### src/rtl/otp_pkg.sv
// Shared types and defaults for the one-time-pad stream XOR engine.
package otp_pkg;

    localparam int unsigned DefDataW = 8;
    localparam int unsigned DefDepth = 4;
    localparam int unsigned DefCntW  = 16;

    typedef enum logic [0:0] {
        StWipe,
        StRun
    } otp_state_e;

    // Width able to hold 0..depth inclusive.
    function automatic int unsigned cnt_width(input int unsigned depth);
        return $clog2(depth + 1);
    endfunction

endpackage

### src/rtl/otp_pad_fifo.sv
// Pad FIFO: key words in, one word out per consume; consumed and wiped slots are zeroed.
module otp_pad_fifo
    import otp_pkg::*;
#(
    parameter int unsigned DATA_W = DefDataW,
    parameter int unsigned DEPTH  = DefDepth
) (
    input  logic                          clk_i,
    input  logic                          reset_ni,
    input  logic                          clr_i,
    input  logic                          wr_en_i,
    input  logic [DATA_W-1:0]             wr_data_i,
    input  logic                          rd_en_i,
    output logic [DATA_W-1:0]             rd_data_o,
    input  logic                          wipe_en_i,
    input  logic [$clog2(DEPTH)-1:0]      wipe_idx_i,
    output logic [cnt_width(DEPTH)-1:0]   count_o
);

    localparam int unsigned PtrW   = $clog2(DEPTH);
    localparam int unsigned CountW = cnt_width(DEPTH);

    logic [DATA_W-1:0] mem_q [DEPTH];
    logic [PtrW-1:0]   wr_ptr_q, rd_ptr_q;
    logic [CountW-1:0] count_q, count_d;

    always_comb begin
        count_d = count_q;
        case ({wr_en_i, rd_en_i})
            2'b10:   count_d = count_q + CountW'(1);
            2'b01:   count_d = count_q - CountW'(1);
            default: count_d = count_q;
        endcase
    end

    always_ff @(posedge clk_i or negedge reset_ni) begin
        if (!reset_ni) begin
            wr_ptr_q <= '0;
            rd_ptr_q <= '0;
            count_q  <= '0;
        end else if (clr_i) begin
            wr_ptr_q <= '0;
            rd_ptr_q <= '0;
            count_q  <= '0;
        end else begin
            if (wr_en_i) wr_ptr_q <= wr_ptr_q + PtrW'(1);
            if (rd_en_i) rd_ptr_q <= rd_ptr_q + PtrW'(1);
            count_q <= count_d;
        end
    end

    // Storage is deliberately not reset; the wipe sweep clears it.
    // Write and consume never target the same slot: that needs an empty or full FIFO.
    always_ff @(posedge clk_i) begin
        if (wipe_en_i) begin
            mem_q[wipe_idx_i] <= '0;
        end else begin
            if (rd_en_i) mem_q[rd_ptr_q] <= '0;
            if (wr_en_i) mem_q[wr_ptr_q] <= wr_data_i;
        end
    end

    assign rd_data_o = mem_q[rd_ptr_q];
    assign count_o   = count_q;

endmodule

### src/rtl/otp_stream_cipher.sv
// One-time-pad XOR engine: each plaintext word consumes and destroys exactly one pad word.
module otp_stream_cipher
    import otp_pkg::*;
#(
    parameter int unsigned DATA_W = DefDataW,
    parameter int unsigned DEPTH  = DefDepth,
    parameter int unsigned CNT_W  = DefCntW
) (
    input  logic                        clk_i,
    input  logic                        reset_ni,
    input  logic                        key_valid_i,
    input  logic [DATA_W-1:0]           key_data_i,
    output logic                        key_ready_o,
    input  logic                        pt_valid_i,
    input  logic [DATA_W-1:0]           pt_data_i,
    output logic                        pt_ready_o,
    output logic                        ct_valid_o,
    output logic [DATA_W-1:0]           ct_data_o,
    input  logic                        ct_ready_i,
    input  logic                        zeroize_i,
    output logic                        wipe_busy_o,
    output logic [cnt_width(DEPTH)-1:0] key_count_o,
    output logic [CNT_W-1:0]            keys_used_o,
    output logic                        starve_o
);

    localparam int unsigned PtrW   = $clog2(DEPTH);
    localparam int unsigned CountW = cnt_width(DEPTH);

    otp_state_e        state_q, state_d;
    logic [PtrW-1:0]   wipe_idx_q, wipe_idx_d;
    logic              ct_valid_q, ct_valid_d;
    logic [DATA_W-1:0] ct_data_q, ct_data_d;
    logic [CNT_W-1:0]  keys_used_q, keys_used_d;
    logic              starve_q, starve_d;

    logic              wipe_en, clr;
    logic              key_fire, pt_fire;
    logic [DATA_W-1:0] pad_word;
    logic [CountW-1:0] count;
    logic              in_run;

    otp_pad_fifo #(
        .DATA_W (DATA_W),
        .DEPTH  (DEPTH)
    ) u_fifo (
        .clk_i      (clk_i),
        .reset_ni   (reset_ni),
        .clr_i      (clr),
        .wr_en_i    (key_fire),
        .wr_data_i  (key_data_i),
        .rd_en_i    (pt_fire),
        .rd_data_o  (pad_word),
        .wipe_en_i  (wipe_en),
        .wipe_idx_i (wipe_idx_q),
        .count_o    (count)
    );

    assign in_run      = (state_q == StRun);
    assign key_ready_o = in_run && (count != CountW'(DEPTH)) && !zeroize_i;
    assign pt_ready_o  = in_run && (count != '0) && (!ct_valid_q || ct_ready_i) && !zeroize_i;
    assign key_fire    = key_valid_i && key_ready_o;
    assign pt_fire     = pt_valid_i && pt_ready_o;

    always_comb begin
        state_d    = state_q;
        wipe_idx_d = wipe_idx_q;
        wipe_en    = 1'b0;
        clr        = 1'b0;
        unique case (state_q)
            StWipe: begin
                wipe_en = 1'b1;
                if (zeroize_i) begin
                    wipe_idx_d = '0;
                    clr        = 1'b1;
                end else if (wipe_idx_q == PtrW'(DEPTH - 1)) begin
                    wipe_idx_d = '0;
                    state_d    = StRun;
                end else begin
                    wipe_idx_d = wipe_idx_q + PtrW'(1);
                end
            end
            StRun: begin
                if (zeroize_i) begin
                    wipe_idx_d = '0;
                    clr        = 1'b1;
                    state_d    = StWipe;
                end
            end
            default: state_d = StWipe;
        endcase
    end

    always_comb begin
        ct_valid_d  = ct_valid_q;
        ct_data_d   = ct_data_q;
        keys_used_d = keys_used_q;
        starve_d    = starve_q;
        if (clr) begin
            ct_valid_d = 1'b0;
            ct_data_d  = '0;
        end else if (pt_fire) begin
            ct_valid_d = 1'b1;
            ct_data_d  = pt_data_i ^ pad_word;
        end else if (ct_valid_q && ct_ready_i) begin
            ct_valid_d = 1'b0;
            ct_data_d  = '0;
        end
        if (pt_fire && (keys_used_q != {CNT_W{1'b1}})) begin
            keys_used_d = keys_used_q + CNT_W'(1);
        end
        if (in_run && pt_valid_i && (count == '0)) begin
            starve_d = 1'b1;
        end
    end

    always_ff @(posedge clk_i or negedge reset_ni) begin
        if (!reset_ni) begin
            state_q     <= StWipe;
            wipe_idx_q  <= '0;
            ct_valid_q  <= 1'b0;
            ct_data_q   <= '0;
            keys_used_q <= '0;
            starve_q    <= 1'b0;
        end else begin
            state_q     <= state_d;
            wipe_idx_q  <= wipe_idx_d;
            ct_valid_q  <= ct_valid_d;
            ct_data_q   <= ct_data_d;
            keys_used_q <= keys_used_d;
            starve_q    <= starve_d;
        end
    end

    assign ct_valid_o  = ct_valid_q;
    assign ct_data_o   = ct_data_q;
    assign wipe_busy_o = (state_q == StWipe);
    assign key_count_o = count;
    assign keys_used_o = keys_used_q;
    assign starve_o    = starve_q;

endmodule

### config.mk
export PLATFORM = sky130hd
export DESIGN_NAME = otp_stream_cipher
export DESIGN_NICKNAME = d
export VERILOG_FILES = /design/src/rtl/otp_pkg.sv /design/src/rtl/otp_pad_fifo.sv /design/src/rtl/otp_stream_cipher.sv
export SDC_FILE = /design/constraint.sdc
export NUM_CORES = 1
export LEC_CHECK = 0
export ABC_AREA = 0
export CELL_PAD_IN_SITES_DETAIL_PLACEMENT = 1
export CELL_PAD_IN_SITES_GLOBAL_PLACEMENT = 1
export CORE_MARGIN = 5
export CORE_UTILIZATION = 43
export DETAILED_ROUTE_END_ITERATION = 8
export GPL_TIMING_DRIVEN = 0
export HOLD_SLACK_MARGIN = 0.12
export PLACE_DENSITY = 0.8
export SYNTH_ARGS = -nofsm -noshare
export SYNTH_HDL_FRONTEND = slang
export SYNTH_SLANG_ARGS = --single-unit
### constraint.sdc
create_clock -name clk_i -period 2.8 [get_ports clk_i]
set_clock_uncertainty 0.05 [all_clocks]
set_input_delay 0.56 -clock clk_i [delete_from_list [all_inputs] [get_ports clk_i]]
set_output_delay 0.56 -clock clk_i [all_outputs]
set_load 0.1 [all_outputs]
==> flow_metrics.py <==
metrics = {
    "die": {
        "initial_core_util_pct": 44.44,
        "dieArea_sq_mm": 0.009418,
        "num_rows": 31,
        "fp.dieH_um": 97.05,
        "core_sq_mm": 0.007331,
        "die_width_um": 97.05,
        "boundaryPins": 54,
    },
    "synth": {
        "synth.cell_area_sq_mm": 0.003258,
        "synth_seq_area_share_pct": 57.14,
        "synth_top_cell_by_area": "edfxtp_1",
        "synth_top_area_share_pct": 29.49,
        "syn_inst": 257,
        "synth_nets": 286,
        "ys_warn_count": 0,
        "ys_seq_elements": 68,
        "ys_types": 40,
        "synth.avg_cell_area_sq_um": 12.68,
        "synthTopCellsByArea": "edfxtp_1 (29%), dfrtp_1 (28%), and3_1 (6.5%), xnor2_1 (5.6%), mux4_2 (5.5%)",
    },
    "placed_design": {
        "place_congestion": 0.7907,
        "place.port_buffers": 53,
        "dpl.hpwl_um": 5815,
        "dp_cells": 409,
        "dpl_worst_slack_ns": -0.6467,
    },
    "clocking": {
        "root_buffer": "clkbuf_8",
        "insertion_delay_ns": 0.35,
        "postCtsHoldBufs": 0,
        "cts_sinks": 68,
        "cts_made_buffers": 9,
        "htree_num_levels": 3,
        "cts_tree": "done",
        "cts_buffer_depth": 2,
        "clk_pin_slew_ns": 0.07,
    },
    "setup_path": {
        "r2r_slack_ns": 0.29,
        "cp_slowest_cell": "clkdlybuf4s50_1",
        "max_stage_delay_ns": 0.48,
        "critPathMaxFanout": 10,
        "reg2regPathDepth": 8,
        "path_cells": "clkdlybuf4s50_1 -> nand2b_1 -> a211oi_4 -> buf_2 -> nor2_1 -> fa_1 -> nor3_1 -> a311oi_1 -> a21oi_1",
        "cp_top_family": "buffers and inverters",
        "rr_endpoint": "u_fifo.count_o[2]$_DFFE_PN0P_",
        "cp-end-kind": "flop",
        "r2r_start": "u_fifo.count_o[1]$_DFFE_PN0P_",
        "critPathLaunchType": "input pin",
        "worstPathRequired_ns": 3.02,
        "crit_start": "zeroize_i",
        "path_buf_inv": 2,
        "critPathKind": "in -> reg",
        "arrival_ns": 2.93,
    },
    "pwr": {
        "vdd.ir_drop.worst_uv": 261.7,
        "p_clk_share_pct": 34.6,
        "pwr-share-seq_pct": 46.7,
        "pwr_density_cell_mw_per_mm2": 625.1,
        "comb_power_share_pct": 18.7,
        "switching_power_uw": 738.2,
        "internal_power_uw": 1866,
        "p_leak_uw": 0.001754,
        "switching_share_pct": 28.35,
    },
    "timing": {
        "period_needed_ns": 2.704,
        "drv_slew": 0,
        "fin_crit_sh_pct": 96.58,
        "fin_ws_ns": 0.09584,
        "tightest_slew_ns": 0.9923,
        "hold_violations": 0,
        "setup_viol": 0,
        "fmax_mhz": 369.8,
        "setup_tns_ns": 0,
        "slew_headroom_pct": 33.64,
    },
    "routing": {
        "wl_per_cell_um": 19.02,
        "wl_um": 8120,
        "ant_nets": 0,
        "firstDrtPassIters": 4,
        "drt-initial-drc-count": 124,
        "vias": 2277,
        "drc": 0,
        "viasPerCell": 5.333,
    },
    "grt": {
        "antenna_found_initial": 0,
        "grt_pass1_wl_um": 13270,
        "gr-total-overflow": 0,
        "grt_max_degree": 37,
        "track_usage_pct": 17.99,
        "grt_pass1_vias": 2533,
    },
    "cells_and_area": {
        "n_antenna_cell": 0,
        "fin_nets": 352,
        "drive_gt1_share_pct": 14.63,
        "layout_commonest_cell": "clkdlybuf4s50_1",
        "syn_to_final_growth_pct": 27.88,
        "mostFrequentLayoutCells": "clkdlybuf4s50_1 (49), and3_1 (34), dfrtp_1 (33), edfxtp_1 (32), xnor2_1 (21)",
        "stdcell_count": 427,
    },
    "status": {
        "status": "complete, no violations",
    },
    "min_path": {
        "worstHoldPathType": "in -> async",
    },
    "flow_run": {
        "cap_viol_max_count": 0,
    },
}
[kinds of logic (layout without fill, tap and decap cells)]
group / Yosys count / after routing / share of synthesized area [%]
xor gates and xnor gates: 24 / 24 / 6.682
buffers and inverters: 19 / 90 / 2.842
and+or+nand+nor: 96 / 96 / 16.82
AOI/OAI and AO/OA: 29 / 29 / 6.145
DFF: 68 / 68 / 57.14
muxes: 14 / 14 / 7.450
adders and majority gates: 7 / 7 / 2.919
[worst max path at each step]
| stage | end | slack, ns | cells after the start |
|---|---|---|---|
| after CTS | u_fifo.count_o[2]$_DFFE_PN0P_ | 0.03 | 9 |
| after global placement | pt_ready_o | -0.47 | 4 |
| after global routing | u_fifo.count_o[2]$_DFFE_PN0P_ | -0.02 | 9 |
| after detailed placement | u_fifo.mem_q[3][1]$_SDFFCE_PN0P_ | -0.65 | 6 |
| final | u_fifo.count_o[2]$_DFFE_PN0P_ | 0.1 | 9 |
| after floorplan | pt_ready_o | -0.02 | 2 |
[sequential cells by signal (all words and copies together), names as in the netlist]
register / flops
u_fifo.wr_ptr_q: 2
u_fifo.mem_q: 32
in_run: 1
starve_o: 1
u_fifo.count_o: 3
ct_valid_o: 1
wipe_idx_q: 2
u_fifo.rd_ptr_q: 2
ct_data_o: 8
keys_used_o: 16
[metrics by stage]
step | total power, uW | utilization [%] | hold slack (ns) | instance area [sq um]
floorplan | 1557 | - | 0.2144 | 3271
global placement | 1698 | 53.54 | 0.4137 | 3925
detailed placement | 1722 | 53.47 | 0.4339 | 3920
CTS | 2630 | 56.60 | 0.2761 | 4149
global route | 2714 | 56.84 | 0.3203 | 4167
finish | 2604 | 56.84 | 0.2421 | 4167
[cells in the mapped netlist]
cell	n
nand4_1	8
a311oi_1	1
nor2b_1	1
o21bai_1	1
xor2_1	2
a22o_1	2
a211oi_1	1
a211oi_4	1
nor2_1	15
nand3b_1	1
nor3_1	6
mux2i_1	4
nand3_1	6
a31oi_1	1
dfrtp_1	36
o22ai_1	1
clkbuf_1	6
mux2_2	2
nor4_4	1
edfxtp_1	32
a21oi_1	6
o21ai_0	12
buf_2	2
ha_1	6
a22oi_1	2
nand2b_1	3
xnor2_1	21
mux4_2	8
and3_1	34
xnor2_2	1
fa_1	1
buf_6	2
nand2_1	17
and2b_1	1
buf_4	1
inv_1	8
or3_4	1
a31oi_4	1
and4_4	1
nand4_4	1
[metal layers]
| metal | part of all wire (%) | vias up | wire length, um | track usage, % |
|---|---|---|---|---|
| li1 | - | 1069 | - | - |
| met1 | 43 | 1149 | 3463 | 21.53 |
| met2 | 52 | 48 | 4257 | 31.37 |
| met3 | 3.4 | 11 | 273 | 4.317 |
| met4 | 1.6 | 0 | 126 | 6.587 |
| met5 | 0 | - | 0 | 0 |
[repair_timing]
| action | CTS | global route |
|---|---|---|
| setup endpoints to repair | 19 | 2 |
| pin swaps | 0 | 1 |
| buffers inserted | 0 | 2 |
| gates resized for setup | 10 | 2 |
[power by group through the flow]
stage / Sequential [uW] / Clock [uW] / Combinational, uW
2_1_floorplan: 1330 / 0 / 231
3_3_place_gp: 1230 / 0 / 468
3_5_place_dp: 1240 / 0 / 483
4_1_cts: 1220 / 919 / 493
5_1_grt: 1230 / 970 / 519
6_report: 1220 / 901 / 486
[area by class of cell]
cell class / instances / area [sq um]
multi-input cells: 170 / 1320
plain buffers: 11 / 63.81
fillers: 761 / 3164
inverters: 8 / 30.03
clock inverters: 4 / 72.57
flip-flops and latches: 68 / 1866
well taps: 99 / 123.9
repair buffers: 55 / 545.5
clock buffers: 12 / 145.1
No activity file was read; power rests on OpenSTA's default activity.
